==> config.mk <==
export PLATFORM = sky130hd
export DESIGN_NAME = alu_op_sequencer
export DESIGN_NICKNAME = d
export VERILOG_FILES = /design/src/rtl/alu_seq_pkg.sv /design/src/rtl/alu_result_mux.sv /design/src/rtl/alu_op_sequencer.sv
export SDC_FILE = /design/constraint.sdc
export NUM_CORES = 1
export LEC_CHECK = 0
export BUFFER_PORTS_ARGS = -buffer_cell sky130_fd_sc_hd__buf_2
export CORE_MARGIN = 10
export CORE_UTILIZATION = 42
export DETAILED_ROUTE_END_ITERATION = 7
export HOLD_SLACK_MARGIN = 0.15
export MAX_ROUTING_LAYER = met4
export PLACE_DENSITY = 0.8
export SLEW_MARGIN = 20
export SYNTH_ARGS = -nofsm -noshare
export SYNTH_HDL_FRONTEND = slang
export SYNTH_SLANG_ARGS = --single-unit
==> constraint.sdc <==
create_clock -name clk -period 2.2 [get_ports clk]
set_input_delay 0.11 -clock clk [delete_from_list [all_inputs] [get_ports clk]]
set_output_delay 0.11 -clock clk [all_outputs]
set_load 0.1 [all_outputs]
==> src/rtl/alu_seq_pkg.sv <==
// Shared definitions for the ALU command sequencer: unit-select codes,
// opcode field positions and the sequencer FSM state encoding.
package alu_seq_pkg;

    localparam logic [1:0] UNIT_ARITH = 2'b00;
    localparam logic [1:0] UNIT_LOGIC = 2'b01;
    localparam logic [1:0] UNIT_CMP   = 2'b10;
    localparam logic [1:0] UNIT_SHIFT = 2'b11;

    localparam int OPC_UNIT_HI = 3;
    localparam int OPC_UNIT_LO = 2;
    localparam int OPC_FUN_HI  = 1;
    localparam int OPC_FUN_LO  = 0;

    typedef enum logic [1:0] {
        ST_IDLE  = 2'b00,
        ST_ISSUE = 2'b01,
        ST_WAIT  = 2'b10,
        ST_DONE  = 2'b11
    } seq_state_e;

    // Bit order of the returned vector: {shift, cmp, logic, arith}
    function automatic logic [3:0] unit_onehot(input logic [1:0] unit);
        return 4'b0001 << unit;
    endfunction

endpackage

==> src/rtl/alu_result_mux.sv <==
// Combinational 4:1 select of the execution units' {OUT, Flag} pairs,
// steered by the sequencer's latched unit-select register.
module alu_result_mux
    import alu_seq_pkg::*;
#(
    parameter int WIDTH = 16
) (
    input  logic [1:0]         sel,
    input  logic [2*WIDTH-1:0] arith_out,
    input  logic               arith_flag,
    input  logic [2*WIDTH-1:0] logic_out,
    input  logic               logic_flag,
    input  logic [2*WIDTH-1:0] cmp_out,
    input  logic               cmp_flag,
    input  logic [2*WIDTH-1:0] shift_out,
    input  logic               shift_flag,
    output logic [2*WIDTH-1:0] out,
    output logic               flag
);

    always_comb begin
        out  = '0;
        flag = 1'b0;
        case (sel)
            UNIT_ARITH: begin out = arith_out; flag = arith_flag; end
            UNIT_LOGIC: begin out = logic_out; flag = logic_flag; end
            UNIT_CMP:   begin out = cmp_out;   flag = cmp_flag;   end
            UNIT_SHIFT: begin out = shift_out; flag = shift_flag; end
            default:    begin out = '0;        flag = 1'b0;       end
        endcase
    end

endmodule

==> src/rtl/alu_op_sequencer.sv <==
// Command front-end for the ALU units: accept, issue one-cycle enable, wait for flag, return result.
// Optional WAIT timeout is compiled in with ALU_SEQ_TIMEOUT_EN.
module alu_op_sequencer
    import alu_seq_pkg::*;
#(
    parameter int WIDTH   = 16,
    parameter int TIMEOUT = 8
) (
    input  logic               clk,
    input  logic               RST,
    input  logic               CMD_VALID,
    output logic               CMD_READY,
    input  logic [3:0]         CMD_OPC,
    input  logic [WIDTH-1:0]   CMD_A,
    input  logic [WIDTH-1:0]   CMD_B,
    output logic [WIDTH-1:0]   A,
    output logic [WIDTH-1:0]   B,
    output logic [1:0]         ALU_FUN,
    output logic               Arith_Enable,
    output logic               Logic_Enable,
    output logic               CMP_Enable,
    output logic               Shift_Enable,
    input  logic [2*WIDTH-1:0] Arith_OUT,
    input  logic [2*WIDTH-1:0] Logic_OUT,
    input  logic [2*WIDTH-1:0] CMP_OUT,
    input  logic [2*WIDTH-1:0] SHIFT_OUT,
    input  logic               Arith_Flag,
    input  logic               Logic_Flag,
    input  logic               CMP_Flag,
    input  logic               SHIFT_Flag,
    output logic               RES_VALID,
    input  logic               RES_READY,
    output logic [2*WIDTH-1:0] RES_DATA,
    output logic [1:0]         RES_UNIT,
    output logic               RES_ERR
);

    seq_state_e         state_q, state_d;
    logic [WIDTH-1:0]   a_q, a_d;
    logic [WIDTH-1:0]   b_q, b_d;
    logic [1:0]         fun_q, fun_d;
    logic [1:0]         unit_q, unit_d;
    logic [2*WIDTH-1:0] res_data_q, res_data_d;
    logic [1:0]         res_unit_q, res_unit_d;
    logic               res_err_q, res_err_d;
    logic [3:0]         enable;
    logic               cmd_ready;
    logic               res_valid;
    logic [2*WIDTH-1:0] sel_out;
    logic               sel_flag;

`ifdef ALU_SEQ_TIMEOUT_EN
    localparam int CNT_W = $clog2(TIMEOUT + 1);
    logic [CNT_W-1:0] cnt_q, cnt_d;
`endif

    alu_result_mux #(.WIDTH(WIDTH)) u_result_mux (
        .sel        (unit_q),
        .arith_out  (Arith_OUT),
        .arith_flag (Arith_Flag),
        .logic_out  (Logic_OUT),
        .logic_flag (Logic_Flag),
        .cmp_out    (CMP_OUT),
        .cmp_flag   (CMP_Flag),
        .shift_out  (SHIFT_OUT),
        .shift_flag (SHIFT_Flag),
        .out        (sel_out),
        .flag       (sel_flag)
    );

    always_comb begin
        state_d    = state_q;
        a_d        = a_q;
        b_d        = b_q;
        fun_d      = fun_q;
        unit_d     = unit_q;
        res_data_d = res_data_q;
        res_unit_d = res_unit_q;
        res_err_d  = res_err_q;
        enable     = 4'b0000;
        cmd_ready  = 1'b0;
        res_valid  = 1'b0;
`ifdef ALU_SEQ_TIMEOUT_EN
        cnt_d      = cnt_q;
`endif
        case (state_q)
            ST_IDLE: begin
                cmd_ready = 1'b1;
                if (CMD_VALID) begin
                    a_d     = CMD_A;
                    b_d     = CMD_B;
                    fun_d   = CMD_OPC[OPC_FUN_HI:OPC_FUN_LO];
                    unit_d  = CMD_OPC[OPC_UNIT_HI:OPC_UNIT_LO];
                    state_d = ST_ISSUE;
                end
            end
            ST_ISSUE: begin
                enable  = unit_onehot(unit_q);
                state_d = ST_WAIT;
`ifdef ALU_SEQ_TIMEOUT_EN
                cnt_d   = '0;
`endif
            end
            ST_WAIT: begin
                // A flag arriving on the final timeout cycle still counts as a real result
                if (sel_flag) begin
                    res_data_d = sel_out;
                    res_unit_d = unit_q;
                    res_err_d  = 1'b0;
                    state_d    = ST_DONE;
                end
`ifdef ALU_SEQ_TIMEOUT_EN
                else if (cnt_q == CNT_W'(TIMEOUT - 1)) begin
                    res_data_d = '0;
                    res_unit_d = unit_q;
                    res_err_d  = 1'b1;
                    state_d    = ST_DONE;
                end else begin
                    cnt_d = cnt_q + CNT_W'(1);
                end
`endif
            end
            ST_DONE: begin
                res_valid = 1'b1;
                if (RES_READY) begin
                    state_d = ST_IDLE;
                end
            end
            default: state_d = ST_IDLE;
        endcase
    end

    always_ff @(posedge clk or negedge RST) begin
        if (!RST) begin
            state_q    <= ST_IDLE;
            a_q        <= '0;
            b_q        <= '0;
            fun_q      <= '0;
            unit_q     <= '0;
            res_data_q <= '0;
            res_unit_q <= '0;
            res_err_q  <= 1'b0;
        end else begin
            state_q    <= state_d;
            a_q        <= a_d;
            b_q        <= b_d;
            fun_q      <= fun_d;
            unit_q     <= unit_d;
            res_data_q <= res_data_d;
            res_unit_q <= res_unit_d;
            res_err_q  <= res_err_d;
        end
    end

`ifdef ALU_SEQ_TIMEOUT_EN
    always_ff @(posedge clk or negedge RST) begin
        if (!RST) begin
            cnt_q <= '0;
        end else begin
            cnt_q <= cnt_d;
        end
    end
`endif

    assign CMD_READY    = cmd_ready;
    assign A            = a_q;
    assign B            = b_q;
    assign ALU_FUN      = fun_q;
    assign Arith_Enable = enable[0];
    assign Logic_Enable = enable[1];
    assign CMP_Enable   = enable[2];
    assign Shift_Enable = enable[3];
    assign RES_VALID    = res_valid;
    assign RES_DATA     = res_data_q;
    assign RES_UNIT     = res_unit_q;
    assign RES_ERR      = res_err_q;

endmodule

==> flow_summary.toml <==
[run_status]
status = "completed"

[finish]
final_nets = 681
antennaDiodeCount = 0
syn_to_final_growth_pct = 52.6
fin_util_pct = 65.4
fillers = 687
final_layout_size_suffix_gt1_share_pct = 70.7

[floorplan]
fp-row-count = 34
initial_utilization_pct = 42.8
core_sq_um = 8640
die_area_sq_um = 13000
die_h_um = 114
ios = 247
dieWidth_um = 114

[setup_path]
end_kind = "flop"
startpoint_type = "flop"
cp.arrival_ns = 2.18
path_max_fanout = 16
setup.worst_path.class = "flop to flop"
cp_slowest_cell = "dfrtp_1"
cp.required_ns = 2.42
cpPeakStageDelay_ns = 0.41
path_cells = "inv_1 -> ha_1 -> nand2b_1 -> nand2b_2 -> nand2_4 -> buf_12 -> mux2_2"

[sta]
rsz0062_at_grt = "no"
max_clock_freq_mhz = 509
relSlewSlack_pct = 64.2
period_minus_slack_ns = 1.96
setup_violations = 0
worst_pin_slew_ns = 0.537
layout_worst_path_cycle_share_pct = 89.2
hold_viol_final = 0
finalClockSkew_ns = 0.00911
tns_ns = 0
final_max_slew_viol_count = 0

[clock_network]
clk_pin_slew_ns = 0.08
clock_sinks = 72
post_cts_resized = 0
cts_tree = "yes"
root_buffer = "clkbuf_8"
cts.path.max_buffers = 2
h-tree-depth = 3
cts_buffers = 9
insertion_delay_ns = 0.34
postCtsSetupBuffers = 0

[detailed_routing]
firstDrtPassIters = 5
wl_per_cell_um = 20.4
viasPerCell = 5.09
routed_wl_um = 12600
vias = 3141
drc = 0
drtIter0Drc = 187
ant_nets = 0

[logic_synthesis]
ys_seq_area_share_pct = 48.7
yosys_warnings = 0
syn-cell-area_sq_um = 3700
syn_nets = 395
syn_avg_cell_area_sq_um = 17.0
synth_cell_type_count = 25
ys_ff_latch = 72
synthCells = 218

[placed_design]
routabilityCongestion = 0.838
portBuffers = 245
dp_hpwl_um = 9690

[run]
drv_cap = 0

[grt]
antenna_found_initial = 0
grt_max_degree = 40
grt.total_usage_pct = 18.8
grt_pass1_vias = 3604
grt_pass1_wl_um = 18700
grt-ovfl-total = 0

[hold_path]
hp-class = "input pin to flop"
layout by cell type, fill, tap and decap left out, drive strengths merged:
| cell | n |
|---|---|
| buf | 253 |
| dfrtp | 72 |
| mux2 | 72 |
| dlygate4sd3 | 37 |
| mux4 | 32 |
| clkbuf | 11 |
| nand2 | 6 |
| ha | 5 |
| inv | 4 |
| nor2 | 2 |
| o22ai | 2 |
| clkinvlp | 2 |
| bufinv | 2 |
| nand2b | 2 |
| and3b | 1 |
| nor3b | 1 |
| and3 | 1 |
| nand3 | 1 |
| o32a | 1 |
| conb | 1 |
| clkinv | 1 |
worst max-delay path: cells and delay by family (launching register included):
family	cells	cell delay (ns)
flip-flops	1	0.41
multiplexers	1	0.35
AND/OR/NAND/NOR	3	0.50
adder cells (fa/ha/maj)	1	0.24
buffers and inverters	2	0.33
routing by layer:
metal	routed length [um]	part of all wire (%)	track usage, %	vias to the layer above
met5	0	0	-	-
met4	195	1.6	6.02	0
met3	1130	9.0	5.41	22
met2	6960	55	35.2	153
met1	4270	34	18.1	1562
li1	-	-	-	1404
area by class of cell:
class	instances	area, sq um	share of cell area [%]
clock buffers	11	141	2.50
clock inverters	5	80.1	1.42
inverters	4	15.0	0.266
multi-input cells	127	1770	31.4
flip-flops and latches	72	1800	31.9
well taps	108	135	2.39
repair buffers	290	1700	30.1
through the flow:
stage          instances  area, sq um  hold WS (ns)  setup slack [ns]
2_1_floorplan        218         3710        -0.186            0.0781
3_5_place_dp         564         5050         0.123             0.246
6_report             617         5640         0.198             0.237
4_1_cts              617         5640         0.190             0.230
3_3_place_gp         564         5050         0.119             0.329
5_1_grt              617         5640         0.209             0.106
synthesized netlist by cell type, drive strengths merged:
library cell,number,share of area [%]
mux4,32,20
and3,1,0.17
o22ai,2,0.34
and3b,1,0.24
nand2,6,0.81
nor3b,1,0.20
mux2,72,23
inv,4,0.41
buf,14,3.0
dfrtp,72,49
nor2,2,0.20
nand3,1,0.27
nand2b,2,0.41
conb,1,0.10
o32a,1,0.27
clkbuf,1,0.10
ha,5,1.7
registers in the layout (all words and copies together) (netlist names):
register  flops
A            16
ALU_FUN       2
B            16
RES_DATA     32
RES_UNIT      2
state_q       2
unit_q        2
worst paths after layout:
| check | start | cells after the start | slack [ns] | to |
|---|---|---|---|---|
| min in group asynchronous | RST | 2 | 0.29 | RES_DATA[7] |
| worst min-delay path | Arith_OUT[1] | 3 | 0.20 | RES_DATA[1] |
| worst max register to register | state_q[0] | 7 | 0.24 | RES_DATA[16] |
| max in group asynchronous | RST | 3 | 1.33 | unit_q[0] |
| worst max-delay path | state_q[0] | 7 | 0.24 | RES_DATA[16] |
| worst min register to register | RES_UNIT[0] | 2 | 0.48 | RES_UNIT[0] |
timing repair:
action                     CTS  global route
setup endpoints to repair    0             0
hold endpoints to repair    74             0
hold buffers                37             0
cells by family after synthesis:
logic type                 count (synthesis)  share of synthesized area (%)
buffers and inverters                     19                           3.55
AOI/OAI and AO/OA                          3                          0.609
adders and majority gates                  5                           1.69
muxes                                    104                           43.0
DFF                                       72                           48.7
and+or+nand+nor                           14                           2.30
other                                      1                          0.101
Power is left out: the tool's default activity adds up to more than one toggle a clock period on the data nets, which glitch-free logic cannot reach.
